`src/rtl/calc_keys.sv`:
```
// rtl/calc_keys.sv - shared calculator keycode constants
// Purpose: 5-bit keycodes exchanged between the keypad scanner and the calculator core.
// Ports: none (package).
package calc_keys;

    localparam logic       DIGIT_PREFIX = 1'b1;   // digits are {1'b1, value[3:0]}

    localparam logic [4:0] KEY_SQR      = 5'b00001;
    localparam logic [4:0] KEY_CH_SIGN  = 5'b00010;
    localparam logic [4:0] KEY_EQUALS   = 5'b00011;
    localparam logic [4:0] KEY_CA       = 5'b00100;
    localparam logic [4:0] KEY_MULTI    = 5'b01001;
    localparam logic [4:0] KEY_SUB      = 5'b01010;
    localparam logic [4:0] KEY_ADD      = 5'b01011;
    localparam logic [4:0] KEY_CE       = 5'b01100;

endpackage

```
`src/rtl/key_debounce_counter.sv`:
```
// rtl/key_debounce_counter.sv - consecutive-cycle counter used for press and release debounce
// Purpose: counts enabled cycles; done pulses on the LENGTH-th consecutive enabled cycle.
// Ports: clk, rst (async, active-high), en (count this cycle), clr (restart), done (length reached).
module key_debounce_counter #(
    parameter int LENGTH = 8
) (
    input  logic clk,
    input  logic rst,
    input  logic en,
    input  logic clr,
    output logic done
);

    localparam int             CW   = $clog2(LENGTH + 1);
    localparam logic [CW-1:0]  LAST = CW'(LENGTH - 1);
    localparam logic [CW-1:0]  ONE  = CW'(1);

    logic [CW-1:0] count;

    // done is combinational so the owner can act in the same cycle the run completes
    assign done = en && (count == LAST);

    always_ff @(posedge clk or posedge rst) begin
        if (rst) begin
            count <= '0;
        end else if (clr) begin
            count <= '0;
        end else if (en) begin
            count <= count + ONE;
        end
    end

endmodule

```
`src/rtl/keypad_scanner.sv`:
```
// rtl/keypad_scanner.sv - 4x6 key matrix scanner with debounce and single newkey strobe
// Purpose: drives one column low at a time, synchronises rows, debounces press and release,
//          and emits one keycode with a one-cycle newkey strobe per physical press.
// Ports: clk, rst (async, active-high), row_n[3:0] (async, active-low rows),
//        col_n[5:0] (one-low column drive), keycode[4:0], newkey (strobe), key_down (held flag).
module keypad_scanner
    import calc_keys::*;
#(
    parameter int SETTLE_CYCLES   = 16,
    parameter int DEBOUNCE_CYCLES = 500000
) (
    input  logic       clk,
    input  logic       rst,
    input  logic [3:0] row_n,
    output logic [5:0] col_n,
    output logic [4:0] keycode,
    output logic       newkey,
    output logic       key_down
);

    typedef enum logic [1:0] {SCAN, DEBOUNCE, EMIT, HELD} state_t;

    localparam int            SW          = $clog2(SETTLE_CYCLES + 1);
    localparam logic [SW-1:0] SETTLE_LAST = SW'(SETTLE_CYCLES);
    localparam logic [SW-1:0] SETTLE_ONE  = SW'(1);

    state_t        state;
    logic [2:0]    col;
    logic [SW-1:0] settle_cnt;
    logic [3:0]    pattern;
    logic [3:0]    row_meta;
    logic [3:0]    row_s;
    logic          row_idle;
    logic          row_match;
    logic          cnt_en;
    logic          cnt_done;

    function automatic logic [2:0] next_col(input logic [2:0] c);
        return (c == 3'd5) ? 3'd0 : c + 3'd1;
    endfunction

    function automatic logic [5:0] col_drive(input logic [2:0] c);
        return ~(6'b000001 << c);
    endfunction

    // Lowest-index low row wins when several rows of one column are low.
    function automatic logic [4:0] key_map(input logic [2:0] c, input logic [3:0] rows);
        logic [1:0] r;
        logic [4:0] code;
        if (!rows[0])      r = 2'd0;
        else if (!rows[1]) r = 2'd1;
        else if (!rows[2]) r = 2'd2;
        else               r = 2'd3;
        code = {DIGIT_PREFIX, r, c[1:0]};
        if (c == 3'd4) begin
            case (r)
                2'd0:    code = KEY_CA;
                2'd1:    code = KEY_CE;
                2'd2:    code = KEY_SQR;
                default: code = KEY_CH_SIGN;
            endcase
        end else if (c == 3'd5) begin
            case (r)
                2'd0:    code = KEY_ADD;
                2'd1:    code = KEY_SUB;
                2'd2:    code = KEY_MULTI;
                default: code = KEY_EQUALS;
            endcase
        end
        return code;
    endfunction

    // Two-flop synchroniser; row_n is asynchronous to clk.
    always_ff @(posedge clk or posedge rst) begin
        if (rst) begin
            row_meta <= 4'b1111;
            row_s    <= 4'b1111;
        end else begin
            row_meta <= row_n;
            row_s    <= row_meta;
        end
    end

    assign row_idle  = (row_s == 4'b1111);
    assign row_match = (row_s == pattern);

    // One counter serves both phases: stable press in DEBOUNCE, stable release in HELD.
    // Any cycle that does not extend the current run clears it.
    assign cnt_en = ((state == DEBOUNCE) && row_match) || ((state == HELD) && row_idle);

    key_debounce_counter #(
        .LENGTH (DEBOUNCE_CYCLES)
    ) u_debounce (
        .clk  (clk),
        .rst  (rst),
        .en   (cnt_en),
        .clr  (!cnt_en),
        .done (cnt_done)
    );

    always_ff @(posedge clk or posedge rst) begin
        if (rst) begin
            state      <= SCAN;
            col        <= 3'd0;
            col_n      <= 6'b111110;
            settle_cnt <= '0;
            pattern    <= 4'b1111;
            keycode    <= 5'b00000;
            newkey     <= 1'b0;
            key_down   <= 1'b0;
        end else begin
            newkey <= 1'b0;
            case (state)
                SCAN: begin
                    if (settle_cnt != SETTLE_LAST) begin
                        settle_cnt <= settle_cnt + SETTLE_ONE;
                    end else begin
                        settle_cnt <= '0;
                        if (row_idle) begin
                            col   <= next_col(col);
                            col_n <= col_drive(next_col(col));
                        end else begin
                            pattern <= row_s;
                            state   <= DEBOUNCE;
                        end
                    end
                end
                DEBOUNCE: begin
                    if (!row_match) begin
                        state <= SCAN;
                    end else if (cnt_done) begin
                        // outputs are registered, so they are loaded on entry to EMIT
                        keycode  <= key_map(col, pattern);
                        newkey   <= 1'b1;
                        key_down <= 1'b1;
                        state    <= EMIT;
                    end
                end
                EMIT: begin
                    state <= HELD;
                end
                HELD: begin
                    if (cnt_done) begin
                        key_down <= 1'b0;
                        col      <= next_col(col);
                        col_n    <= col_drive(next_col(col));
                        state    <= SCAN;
                    end
                end
                default: state <= SCAN;
            endcase
        end
    end

endmodule
```
`config.mk`:
```
export PLATFORM = sky130hd
export DESIGN_NAME = keypad_scanner
export DESIGN_NICKNAME = d
export VERILOG_FILES = /design/src/rtl/calc_keys.sv /design/src/rtl/key_debounce_counter.sv /design/src/rtl/keypad_scanner.sv
export SDC_FILE = /design/constraint.sdc
export NUM_CORES = 1
export LEC_CHECK = 0
export CORE_MARGIN = 2
export CORE_UTILIZATION = 50
export CTS_BUF_LIST = sky130_fd_sc_hd__clkbuf_4 sky130_fd_sc_hd__clkbuf_8
export DETAILED_ROUTE_END_ITERATION = 10
export GPL_TIMING_DRIVEN = 0
export HOLD_SLACK_MARGIN = 0.02
export MAX_ROUTING_LAYER = met4
export PLACE_DENSITY = 0.73
export REMOVE_ABC_BUFFERS = 1
export SETUP_SLACK_MARGIN = 0.3
export SYNTH_ARGS = -nofsm -noshare
export SYNTH_HDL_FRONTEND = slang
export SYNTH_SLANG_ARGS = --single-unit
```
`constraint.sdc`:
```
create_clock -name clk -period 2 [get_ports clk]
set_input_delay 0.2 -clock clk [delete_from_list [all_inputs] [get_ports clk]]
set_output_delay 0.2 -clock clk [all_outputs]
set_load 0.1 [all_outputs]
```
==> results of run 1 <==
metrics by stage:
stage          hold slack (ns)  setup WS [ns]  instance area, µm²  utilization, %
6_report                0.1267         0.1607                3438           71.84
5_1_grt                 0.1680        0.09644                3438           71.84
4_1_cts                 0.1462         0.2019                3249           67.90
3_5_place_dp            0.3468        -0.2685                2780           58.09
3_3_place_gp            0.3456        -0.4780                2756           57.59
2_1_floorplan           0.2045        0.01029                2492               -
area by class of cell:
class | instances | share of cell area (%)
flip-flops and latches | 54 | 40.21
multi-input cells | 162 | 38.90
repair buffers | 57 | 14.59
well taps | 67 | 2.438
clock buffers | 6 | 2.402
inverters | 10 | 1.092
clock inverters | 2 | 0.3639
state kept, by name (all words and copies together) (netlist names), 3 cells and up, named ones only:
name              count
col                   3
col_n                 6
keycode               5
pattern               4
row_meta              4
row_s                 4
settle_cnt            5
u_debounce.count     19
worst max path at each step:
stage                        start                   end  slack [ns]  depth (start not counted)
2_1_floorplan  u_debounce.count[0]  u_debounce.count[18]        0.01                          5
3_3_place_gp                   rst         settle_cnt[4]       -0.48                          2
3_5_place_dp         settle_cnt[0]                col[2]       -0.27                          6
4_1_cts                 pattern[0]            keycode[3]        0.20                          4
5_1_grt                   row_s[2]   u_debounce.count[8]         0.1                          5
6_report                  row_s[3]            keycode[3]        0.16                          4
cell usage in the layout (no fill, tap or decap), types with 3 or more instances in the layout:
master and instances:
nor2b_1 4, nor4bb_4 3, nor3_1 5, nand3_1 6
and3_4 3, buf_4 32, clkdlybuf4s50_1 5, dfrtp_2 8
buf_6 5, o22a_1 4, or3_1 4, xnor2_1 8
clkbuf_8 6, a21oi_1 10, nor2_1 18, xor2_1 6
mux2_2 3, dfstp_2 17, o21ai_0 8, clkbuf_2 5
nand4_1 8, nand2_1 13, dfrtp_1 29, clkdlybuf4s15_2 8
a21oi_2 3, inv_1 9, mux2_4 8
power by group:
group / internal [mW] / total (mW) / switching, mW
Sequential: 1.25 / 1.39 / 0.146
Clock: 0.279 / 0.639 / 0.360
Combinational: 0.313 / 0.645 / 0.332
Total: 1.84 / 2.68 / 0.838
critical path, delay by kind of cell (launching register included):
kind | cells | cell delay [ns]
DFF | 1 | 0.57
and+or+nand+nor | 2 | 0.70
muxes | 1 | 0.35
xor gates and xnor gates | 1 | 0.11
kinds of logic after synthesis:
logic type	after synthesis	share of synthesized area, %
AO/OA/AOI/OAI	37	9.543
XOR/XNOR	17	5.915
adder cells (fa/ha/maj)	3	1.491
buffers and inverters	16	2.485
flip-flops	54	54.52
multiplexers	13	5.716
AND/OR/NAND/NOR	91	20.33
per-layer routing:
metal	wire length (µm)	vias up	part of all wire, %
met4	74	0	1.3
li1	-	939	-
met3	183	7	3.3
met1	2554	965	45
met2	2818	47	50
met5	0	-	0
timing repair:
action	in CTS	in global routing
pin swaps	13	10
buffers inserted	24	14
cloned	0	1
resized for setup	79	25
endpoints found under the setup margin	53	43
==> reports/summary.txt, run 1 <==
status - complete, no violations
register area - 1383 µm²
Worst-Skew Late Latency - 0.31 ns
Die Width - 74.96 µm
Worst-Margin Slew - 0.6111 ns
Layout Nets - 299
Max Clock Skew - 0.007407 ns
Root Buffer - clkbuf_8
Die Ht - 74.96 µm
clock slew at reported path FFs - 0.10 ns
Synth async-reset ratio - 100.0%
Critical Path Source Type - register
post-synth top area share - 36.78%
Yosys warning count - 0
Worst path max stage delay - 0.57 ns
Clock Sinks - 54
EDFF count, synth - 0
RSZ-0062 raised after global routing - yes
min Tclk post-route - 1.839 ns
remaining global-route overflow - 0
top cells by area, synth - dfrtp_1 37%, dfstp_2 18%, mux2_2 4.9%, xnor2_1 3.1%, nor2_1 3.0%
setup violators final - 0
Hold Vio Cnt, Final - 0
Fin Setup TNS - 0 ns
count of different cell masters after synthesis - 45
hold_buf cts - 0
top-count cell post-synth - dfrtp_1
list of most frequent post-synthesis cells - 37 x dfrtp_1, 20 x nor2_1, 17 x dfstp_2, 14 x nand2_1, 13 x a21oi_1
I/O pin count - 19
vias per inst - 5.469
FF-to-FF path depth - 4
DIE AREA - 5618 µm²
CTS Buffer Depth - 2
worst-path maximum fanout - 6
layout cell share with drive strength beyond 1 - 45.70%
top_reg_cell synth - dfrtp_1
Max Transition Viols Final - 0
area of the multi-input gates - 1338 µm²
power per cell area - 779.0 nW/µm²
Req. time, crit path - 2.20 ns
Avg WL per Cell - 15.73 µm
register area share after synthesis - 54.52%
starting density of the core - 52.60%
pin count of the biggest net entering global routing - 45
Tot GR Track Use - 21.54%
Synth Cell Area - 2517 µm²
r2r endpoint - keycode[3]
drt total wl - 5630 µm
met2 global-route usage - 32.16%
Final period util - 91.96%
Non-Filler Instances - 358
Buffers on Ports - 18
DR vias - 1,958
met1 Track Usage GR - 29.84%
critical path's slowest cell - dfstp_2
CTS H-tree depth - 2
Pleak - 1.439 nW
flip-flop and latch count after synthesis - 54
router iterations before antenna repair - 5
Worst slew margin - 59.26%
worst hold path class - input pin to asynchronous set/reset pin
DR DRC count - 0
critical path class - register to register
fillers - 316
R2R setup slack - 0.16 ns
Final ANT Viol Nets - 0
Pwr Total - 2.679 mW
hpwl dp - 3043 µm
max frequency - 0.5437 GHz
drt initial violations - 171
IR drop worst, VDD - 0.5792 mV
global routing's busiest layer - met2
GP Congestion - 0.8171
row count - 25
total CTS buffers - 5
ant diodes - 0
Layout area overhead - 36.58%
Avg Inst Size Synth - 10.90 µm²
FF-to-FF Start - row_s[3]
vias in the first global route - 1,919
GR Util met3 - 3.614%
initial antenna violation count - 0
Core Region - 4786 µm²
first-pass GRT wire length - 8852 µm
CTS tree - yes
worst endpoint data arrival time - 2.04 ns
Critical Path, Cell by Cell - xor2_1 > nor3_4 > and4bb_4 > mux2_2
Placed Cells - 311
Worst setup EP type - register
cell taking the most area after synthesis - dfrtp_1
max-cap violations - 0
Synth Instances - 231
Note: power is estimated with default switching activity, not from simulation.
==> run 2, diff against run 1 <==
ABC_AREA = 1   (was default)
PLACE_DENSITY = 0.72   (was 0.73)
SLEW_MARGIN = 20   (was default)
==> reports/summary.txt, run 2 <==
max-cap violations - 0
most common cell after layout, fill and taps aside - nand2_1
EDFF count, synth - 0
Critical Path Source Type - register
Pleak - 1.432 nW
CTS Buffer Depth - 2
IR drop worst, VDD - 0.6302 mV
register area share after synthesis - 51.82%
setup violators final - 0
count of different cell masters after synthesis - 36
status - complete, no violations
ant diodes - 0
flip-flop and latch count after synthesis - 54
Synth async-reset ratio - 100.0%
Core Region - 5107 µm²
GR Util met3 - 3.647%
min Tclk post-route - 1.673 ns
CTS tree - yes
drt initial violations - 192
RSZ-0062 raised after global routing - yes
Final period util - 83.66%
largest registers - u_debounce.count (19), col_n (6)
vias in the first global route - 1,979
DIE AREA - 5896 µm²
Die Width - 76.79 µm
CP most frequent cell - nand2_1
pin count of the biggest net entering global routing - 55
Yosys warning count - 0
critical path class - register to register
fillers - 442
cell taking the most area after synthesis - dfrtp_1
layout cell share with drive strength beyond 1 - 26.22%
DR DRC count - 0
worst-path maximum fanout - 8
Critical Path, Cell by Cell - inv_2 > ha_1 > nand4_1 > or2_4 > o21ai_4 > buf_6 > nand2_8 > nand2_1 > nand2_1
Worst-Skew Late Latency - 0.31 ns
initial antenna violation count - 0
row count - 26
Worst slew margin - 37.44%
Worst-Margin Slew - 0.9420 ns
Layout Nets - 355
top cells by area, synth - dfrtp_1 35%, dfstp_2 17%, nand2_1 9.9%, inv_1 5.5%, nor2_1 5.0%
post-synth top area share - 34.96%
global routing's busiest layer - met2
vias per inst - 5.096
Die Ht - 76.79 µm
router iterations before antenna repair - 4
Avg WL per Cell - 12.96 µm
CTS H-tree depth - 2
worst endpoint data arrival time - 1.87 ns
Synth Cell Area - 2649 µm²
top-count cell post-synth - nand2_1
Worst Setup Slack, final - 0.3268 ns
remaining global-route overflow - 0
Hold Vio Cnt, Final - 0
drt total wl - 5406 µm
met2 global-route usage - 30.26%
first-pass GRT wire length - 8707 µm
max FFs per register - 19
GP Congestion - 0.8991
commonest non-fill, non-tap cells in the layout - 67 x nand2_1, 34 x inv_1, 34 x dfrtp_1
Worst path max stage delay - 0.41 ns
Avg Inst Size Synth - 8.517 µm²
Final Instance Area - 3224 µm²
Pwr Total - 3.663 mW
I/O pin count - 19
DR vias - 2,125
Tot GR Track Use - 18.55%
list of most frequent post-synthesis cells - 70 x nand2_1, 39 x inv_1, 37 x dfrtp_1, 35 x nor2_1, 19 x a21oi_1
met1 Track Usage GR - 23.84%
Top reg by flops - u_debounce.count
Layout area overhead - 21.73%
clock slew at reported path FFs - 0.09 ns
WP buf/inv - 2
max frequency - 0.5977 GHz
top_reg_cell synth - dfrtp_1
critical path's slowest cell - dfrtp_1
Fin Setup TNS - 0 ns
power per cell area - 1136 nW/µm²
starting density of the core - 51.86%
worst hold path class - input pin to register
Root Buffer - clkbuf_8
Clock Sinks - 54
total CTS buffers - 5
Buffers on Ports - 18
Max Transition Viols Final - 0
Setup Slack @ Placement - -0.08842 ns
Max Clock Skew - 0.01060 ns
Synth Instances - 311
Req. time, crit path - 2.20 ns
Top Family by Delay on Critical Path - simple AND/OR/NAND/NOR gates
hpwl dp - 3447 µm
Final ANT Viol Nets - 0
Area after DPL - 2887 µm²
Worst setup EP type - register
run 2: cell count changes in the layout (fill, tap and decap cells not counted), sizes merged, moves of 8 or more:
cell   previous run  this run
mux2             11         0
nand3             7        16
nor2             20        39
o21ai             8        20
xnor2             9         1
inv              10        41
buf              39        13
nand2            14        75
run 2: worst paths after layout:
check                                   start                   end  slack (ns)  depth (start not counted)
worst max-delay path            settle_cnt[0]              col_n[0]        0.33                          9
worst min-delay path                 row_n[3]           row_meta[3]        0.30                          1
worst max register to register  settle_cnt[0]              col_n[0]        0.33                          9
worst min register to register    row_meta[1]              row_s[1]        0.36                          0
max in group asynchronous                 rst   u_debounce.count[9]        1.21                          2
min in group asynchronous                 rst  u_debounce.count[13]        0.34                          2
run 2: stage by stage:
step	util, %	hold slack (ns)	cells
after detailed placement	56.52	0.3473	395
after floorplan	-	0.2045	307
after CTS	60.41	0.2795	407
after global placement	56.47	0.3460	395
after global routing	63.13	0.2758	417
final	63.13	0.2953	417
run 2: area by class of cell:
type | instances | area [µm²] | share of cell area, %
multi-input cells | 213 | 1219 | 37.80
well taps | 70 | 87.58 | 2.716
inverters | 41 | 158.9 | 4.928
clock buffers | 6 | 76.32 | 2.367
flip-flops and latches | 54 | 1376 | 42.69
clock inverters | 2 | 37.54 | 1.164
repair buffers | 31 | 269.0 | 8.343
run 2: worst register-to-register path: stages, from the launching register on:
cell and delay, ns:
dfrtp_1 0.41, inv_2 0.07, ha_1 0.15, nand4_1 0.12, or2_4 0.29, o21ai_4 0.18, buf_6 0.14, nand2_8 0.07
nand2_1 0.07, nand2_1 0.06
run 2: cell families after synthesis:
logic type                 synth area share (%)
and+or+nand+nor                           27.07
DFF                                       51.82
AOI/OAI and AO/OA                         10.96
xor gates and xnor gates                  1.323
adders and majority gates                 1.417
muxes                                    0.3779
buffers and inverters                     7.038
run 2: report_power, final:
group | internal, mW | leakage [nW] | switching, mW
Sequential | 1.37 | 0.673 | 0.173
Clock | 0.387 | 0.0548 | 0.356
Combinational | 0.391 | 0.703 | 0.989
Total | 2.15 | 1.43 | 1.52
run 2: repair_timing:
action,CTS,global route
pin swaps,3,9
hold buffers,0,0
endpoints found under the setup margin,46,32
resized for setup,44,29
buffers inserted,4,9
cloned,0,1
run 2: per-layer routing:
layer / vias to the layer above / part of all wire (%)
li1: 1080 / -
met1: 1007 / 48
met2: 30 / 47
met3: 8 / 2.8
met4: 0 / 1.4
met5: - / 0
==> variant 1: new RTL, flow settings as in run 1 <==
Put one more register stage on the output `col_n`. The value now appears one clock later. The other outputs are not delayed to match.
--- a/src/rtl/keypad_scanner.sv
+++ b/src/rtl/keypad_scanner.sv
@@ -25,2 +25,4 @@
     localparam logic [SW-1:0] SETTLE_ONE  = SW'(1);
+
+    logic [5:0] col_n_s0;
 
@@ -104,3 +106,3 @@
             col        <= 3'd0;
-            col_n      <= 6'b111110;
+            col_n_s0   <= 6'b111110;
             settle_cnt <= '0;
@@ -120,3 +122,3 @@
                             col   <= next_col(col);
-                            col_n <= col_drive(next_col(col));
+                            col_n_s0 <= col_drive(next_col(col));
                         end else begin
@@ -145,3 +147,3 @@
                         col      <= next_col(col);
-                        col_n    <= col_drive(next_col(col));
+                        col_n_s0 <= col_drive(next_col(col));
                         state    <= SCAN;
@@ -154,2 +156,6 @@
 
+    always_ff @(posedge clk) begin
+        col_n <= col_n_s0;
+    end
+
 endmodule
Behaviour: same outputs for any inputs over 10 cycles, from zero or initial values and one cycle with rst high; that may be too few to reach the edited logic, so the function may still have changed.
==> variant 1 against run 1 <==
Combinational power fell by 3%; cell area rose by 3.1%; area after synthesis rose by 5.0%; total power rose by 24%; sequential cell count rose by 6; clock skew barely moved; worst setup slack got worse by 0.038 ns; critical path type unchanged; largest power group unchanged; routed wire length rose by 0.76%; global-route usage fell by 0.60 points.
==> variant 1: results (changes against run 1) <==
Global route
  – Met1 usage: 23.5% (was 29.8%)
  – Largest net degree at the start of global routing: 45 (unchanged)
  – First-pass GRT wire length: 9.34 mm (was 8.85 mm)
  – Grt met2 use: 35.4% (was 32.2%)
  – Number of global-route vias before repair: 2,086 (was 1,919)
  – Initial antenna violation count: 0 (unchanged)
  – Tot GR Track Use: 20.9% (was 21.5%)
  – Met3 usage in global routing: 4.71% (was 3.61%)

Logic synthesis
  – Top cells by area, synth: dfrtp_1 35%, dfstp_2 17%, dfxtp_1 4.5% (was dfrtp_1 37%, dfstp_2 18%, mux2_2 4.9%)
  – Top cells by instance count after synthesis: 37 x dfrtp_1, 19 x nor2_1, 17 x dfstp_2, 15 x nand2_1, 13 x a21oi_1 (was 37 x dfrtp_1, 20 x nor2_1, 17 x dfstp_2, 14 x nand2_1, 13 x a21oi_1)
  – Seq/Total Area, Yosys: 56.5% (was 54.5%)
  – Library cells used by synthesis: 48 (was 45)
  – Synth warnings: 0 (unchanged)
  – Fraction of registers with async set or reset after synthesis: 90.0% (was 100%)
  – Ys flop type: dfrtp_1 (unchanged)

Status
  – Status: finished clean (unchanged)

Timing
  – Clk_skew: 0.00722 ns (was 0.00741 ns)
  – Tightest Pin Transition: 0.952 ns (was 0.611 ns)
  – Fin Hold WS: 0.106 ns (was 0.127 ns)

Clocking
  – CTS Root Cell: clkbuf_8 (unchanged)
  – Worst-case clock buffer depth: 2 (unchanged)
  – TritonCTS Buffers: 9 (was 5)
  – Clock slew at reported path FFs: 0.07 ns (was 0.10 ns)
  – Max H-tree Level: 3 (was 2)
  – Hold buffer count at CTS: 0 (unchanged)
  – Worst skew pair latency: 0.34 ns (was 0.31 ns)

Final layout
  – Biggest regs: u_debounce.count (19), col_n (6), col_n_s0 (6) (was u_debounce.count (19), col_n (6))
  – Layout cell share with drive strength beyond 1: 39.3% (was 45.7%)
  – Final nets: 299 (unchanged)
  – Ant diodes: 0 (unchanged)

Worst hold path
  – Worst min path class: in2async (unchanged)

Place
  – # port buffers: 18 (unchanged)
  – DP Wirelength: 3.14 mm (was 3.04 mm)
  – Gpl congestion: 0.809 (was 0.817)

Pwr
  – Worst VDD drop: 481 uV (was 579 uV)
  – Leakage: 1.48 nW (was 1.44 nW)

Worst setup path
  – Top delay family on crit path: simple AND/OR/NAND/NOR gates (unchanged)
  – CP max-delay cell: or4_4 (was dfstp_2)
  – Worst reg2reg setup slack: 0.12 ns (was 0.16 ns)
  – Worst Setup SP: u_debounce.count[0] (was row_s[3])
  – Crit-path max FO: 7 (was 6)
  – WP data arrival: 2.14 ns (was 2.04 ns)
  – Critical Path Max Stage Delay: 0.62 ns (was 0.57 ns)

Detailed routing
  – Via count: 2,017 (was 1,958)
  – Initial DRC count: 100 (was 171)
  – Wirelength per Cell: 15.5 um (was 15.7 um)
  – Drt pass-1 iters: 5 (unchanged)
[variant 1: changes by cell type after synthesis, sizes merged, moves of 2 or more]
cell and change:
o31ai +2, nor4 +3, nor3 -2, nor2b -3, dfxtp +6, o21ai -4
[variant 1: path summary, 6_finish.rpt]
kind	cells past startpoint	end
setup / recovery	5	u_debounce.count[16]
hold / removal	2	settle_cnt[2]
setup reg to reg	5	u_debounce.count[16]
hold reg to reg	0	row_s[0]
max in group asynchronous	3	col_n_s0[5]
min in group clk	1	row_meta[2]
[variant 1: where the power goes]
part	switching (W)	internal, W
Clock	0.000494	0.000696
Combinational	0.000331	0.000297
Sequential	0.000116	0.00138
Total	0.000941	0.00237
[variant 1: layout make-up]
class	instances	area [um^2]
fillers	376	1560
flip-flops and latches	60	1500
multi-input cells	160	1260
repair buffers	49	442
clock buffers	9	124
clock inverters	7	91.3
well taps	70	87.6
inverters	10	37.5
[variant 1: stage by stage]
| step | worst slack (ns) | instance area (um^2) | std cells | TNS (ns) |
|---|---|---|---|---|
| after detailed placement | -0.251 | 2900 | 319 | -3.05 |
| after CTS | 0.180 | 3440 | 359 | 0 |
| after global routing | 0.0851 | 3550 | 365 | 0 |
| after global placement | -0.459 | 2880 | 318 | -26.06 |
| after floorplan | 0.104 | 2610 | 230 | 0 |
| final | 0.123 | 3550 | 365 | 0 |
[variant 1: metal layers]
metal | vias to the layer above | wire [um]
met5 | - | 0
met4 | 0 | 87
met3 | 11 | 187
met2 | 42 | 3000
met1 | 1002 | 2400
li1 | 962 | -
[variant 1: kinds of logic after synthesis]
logic type | synth area share (%)
AOI/OAI and AO/OA | 9.47
and+or+nand+nor | 19.0
xor gates and xnor gates | 5.63
muxes | 5.40
adders and majority gates | 1.42
buffers and inverters | 2.56
DFF | 56.5
[variant 1: worst reg2reg max path: stages (launching register included)]
cell     delay (ns)
dfrtp_1        0.41
ha_4           0.17
nand4_1        0.13
or4_4          0.62
or3_1          0.36
a21oi_2        0.13
[variant 1: timing repair]
| item | in CTS | in global routing |
|---|---|---|
| setup endpoints to repair | 55 | 46 |
| pin swaps | 14 | 12 |
| resized for setup | 61 | 23 |
| setup buffers | 24 | 6 |
| hold endpoints to repair | 0 | 0 |
==> variant 2: new RTL, config.mk and constraints of run 1 <==
Made on the original files. Set the parameter `SETTLE_CYCLES` to 64 (it was 16).
--- a/src/rtl/keypad_scanner.sv
+++ b/src/rtl/keypad_scanner.sv
@@ -8,3 +8,3 @@
 #(
-    parameter int SETTLE_CYCLES   = 16,
+    parameter int SETTLE_CYCLES   = 64,
     parameter int DEBOUNCE_CYCLES = 500000
Formal check against the unedited RTL: same outputs for any inputs over 10 cycles, from zero or initial values and one cycle with rst high; that may be too few to reach the edited logic, so the function may still have changed.
==> variant 2 against run 1 <==
The flow now finishes with violations (negative setup slack); cell count shrank 0.84%; sequential cell count grew 2; routed wire length shrank 12%; critical path type unchanged; cell area shrank 4.7%; core utilization shrank 7.7 points; worst setup slack lost 0.41 ns; fmax shrank 18%; area after synthesis grew 4.9%; global-route usage shrank 3.4 points; first-iteration DRC count shrank 42%.
Power is not compared: it rests on default switching activity, and its combinational part moved more than twofold at a synthesized area within 25%.
==> variant 2: results (changes against run 1) <==
Timing
  – Clk_skew: 0.00480 ns (was 0.00741 ns)
  – Fin Hold WS: 0.211 ns (was 0.127 ns)
  – Tightest Pin Transition: 0.549 ns (was 0.611 ns)
  – Final Setup Violations: 13 (was 0)
  – Worst setup margin: -0.245 ns (was 0.161 ns)
  – Fin Setup TNS: -1.71 ns (was 0 ns)

Final layout
  – Cell Count, Final, Fillers Out: 355 (was 358)
  – Final nets: 293 (was 299)
  – Filler cells: 425 (was 316)
  – Layout cell share with drive strength beyond 1: 34.4% (was 45.7%)
  – Core Util, Final: 64.2% (was 71.8%)

Detailed routing
  – Drt pass-1 iters: 6 (was 5)
  – Met3 wire len: 170 um (was 183 um)
  – Routed length on met1: 2.39 mm (was 2.55 mm)
  – WL met2: 2.34 mm (was 2.82 mm)
  – Wirelength per Cell: 14.0 um (was 15.7 um)
  – Vias per std cell: 5.43 (was 5.47)
  – Initial DRC count: 100 (was 171)

Global route
  – Tot GR Track Use: 18.1% (was 21.5%)
  – Largest net degree at the start of global routing: 36 (was 45)
  – Met3 usage in global routing: 2.47% (was 3.61%)
  – Number of global-route vias before repair: 1,866 (was 1,919)
  – Grt met2 use: 29.6% (was 32.2%)
  – Met1 usage: 23.5% (was 29.8%)
  – First-pass GRT wire length: 8.39 mm (was 8.85 mm)

Place
  – Cell Area, Placed: 2910 um^2 (was 2780 um^2)
  – DP Cell Count: 326 (was 311)
  – Dpl ws: -0.618 ns (was -0.268 ns)
  – Gpl congestion: 0.846 (was 0.817)

Worst setup path
  – CP max-delay cell: or4b_4 (was dfstp_2)
  – WP data arrival: 2.45 ns (was 2.04 ns)

Logic synthesis
  – Xor/xnor share of the synthesized area: 6.63% (was 5.91%)
  – Top cells by instance count after synthesis: 39 x dfrtp_1, 23 x nor2_1, 20 x nand2_1, 17 x dfstp_2, 15 x xnor2_1 (was 37 x dfrtp_1, 20 x nor2_1, 17 x dfstp_2, 14 x nand2_1, 13 x a21oi_1)
  – Seq/Total Area, Yosys: 53.9% (was 54.5%)
  – Library cells used by synthesis: 48 (was 45)
  – Area share of the largest cell type after synthesis: 36.9% (was 36.8%)
  – Synth Area in Compound Gates: 8.53% (was 9.54%)
  – Syn Area/Cell: 10.9 um^2 (about the same)
  – Top cells by area, synth: dfrtp_1 37%, dfstp_2 17%, xnor2_1 5.0% (was dfrtp_1 37%, dfstp_2 18%, mux2_2 4.9%)
  – Post-Synth Adder-Cell Area: 1.42% (was 1.49%)

Clocking
  – Post-CTS sizing: 50 (was 79)
  – Worst skew pair latency: 0.31 ns (about the same)
  – Post-CTS Setup Bufs: 17 (was 24)
  – CTS Root Cell: clkbuf_8 (unchanged)

Status
  – Status: finished, violations left (was finished clean)
  – Failing checks: negative setup slack
-- variant 2: area by class of cell --
class	instances	area share, %
flip-flops and latches	56	43.5
clock inverters	3	0.687
well taps	70	2.67
multi-input cells	171	38.9
repair buffers	40	11.0
clock buffers	5	2.10
inverters	10	1.15
-- variant 2: worst paths after layout --
kind                                      from     endpoint  slack, ns  depth (start not counted)
setup / recovery           u_debounce.count[7]   keycode[3]      -0.25                          5
hold / removal                             rst   keycode[4]       0.21                          2
setup reg to reg           u_debounce.count[7]   keycode[3]      -0.25                          5
hold reg to reg                    row_meta[3]     row_s[3]       0.36                          0
max in group asynchronous                  rst     col_n[4]       1.20                          3
min in group clk                      row_n[3]  row_meta[3]       0.28                          1
-- variant 2: report_power, final --
group	internal (W)	switching [W]	leakage, nW
clock	0.000252	0.000378	0.0485
combinational	0.0000161	0.0000258	0.580
sequential	0.00115	0.00000562	0.706
total	0.00142	0.000410	1.33
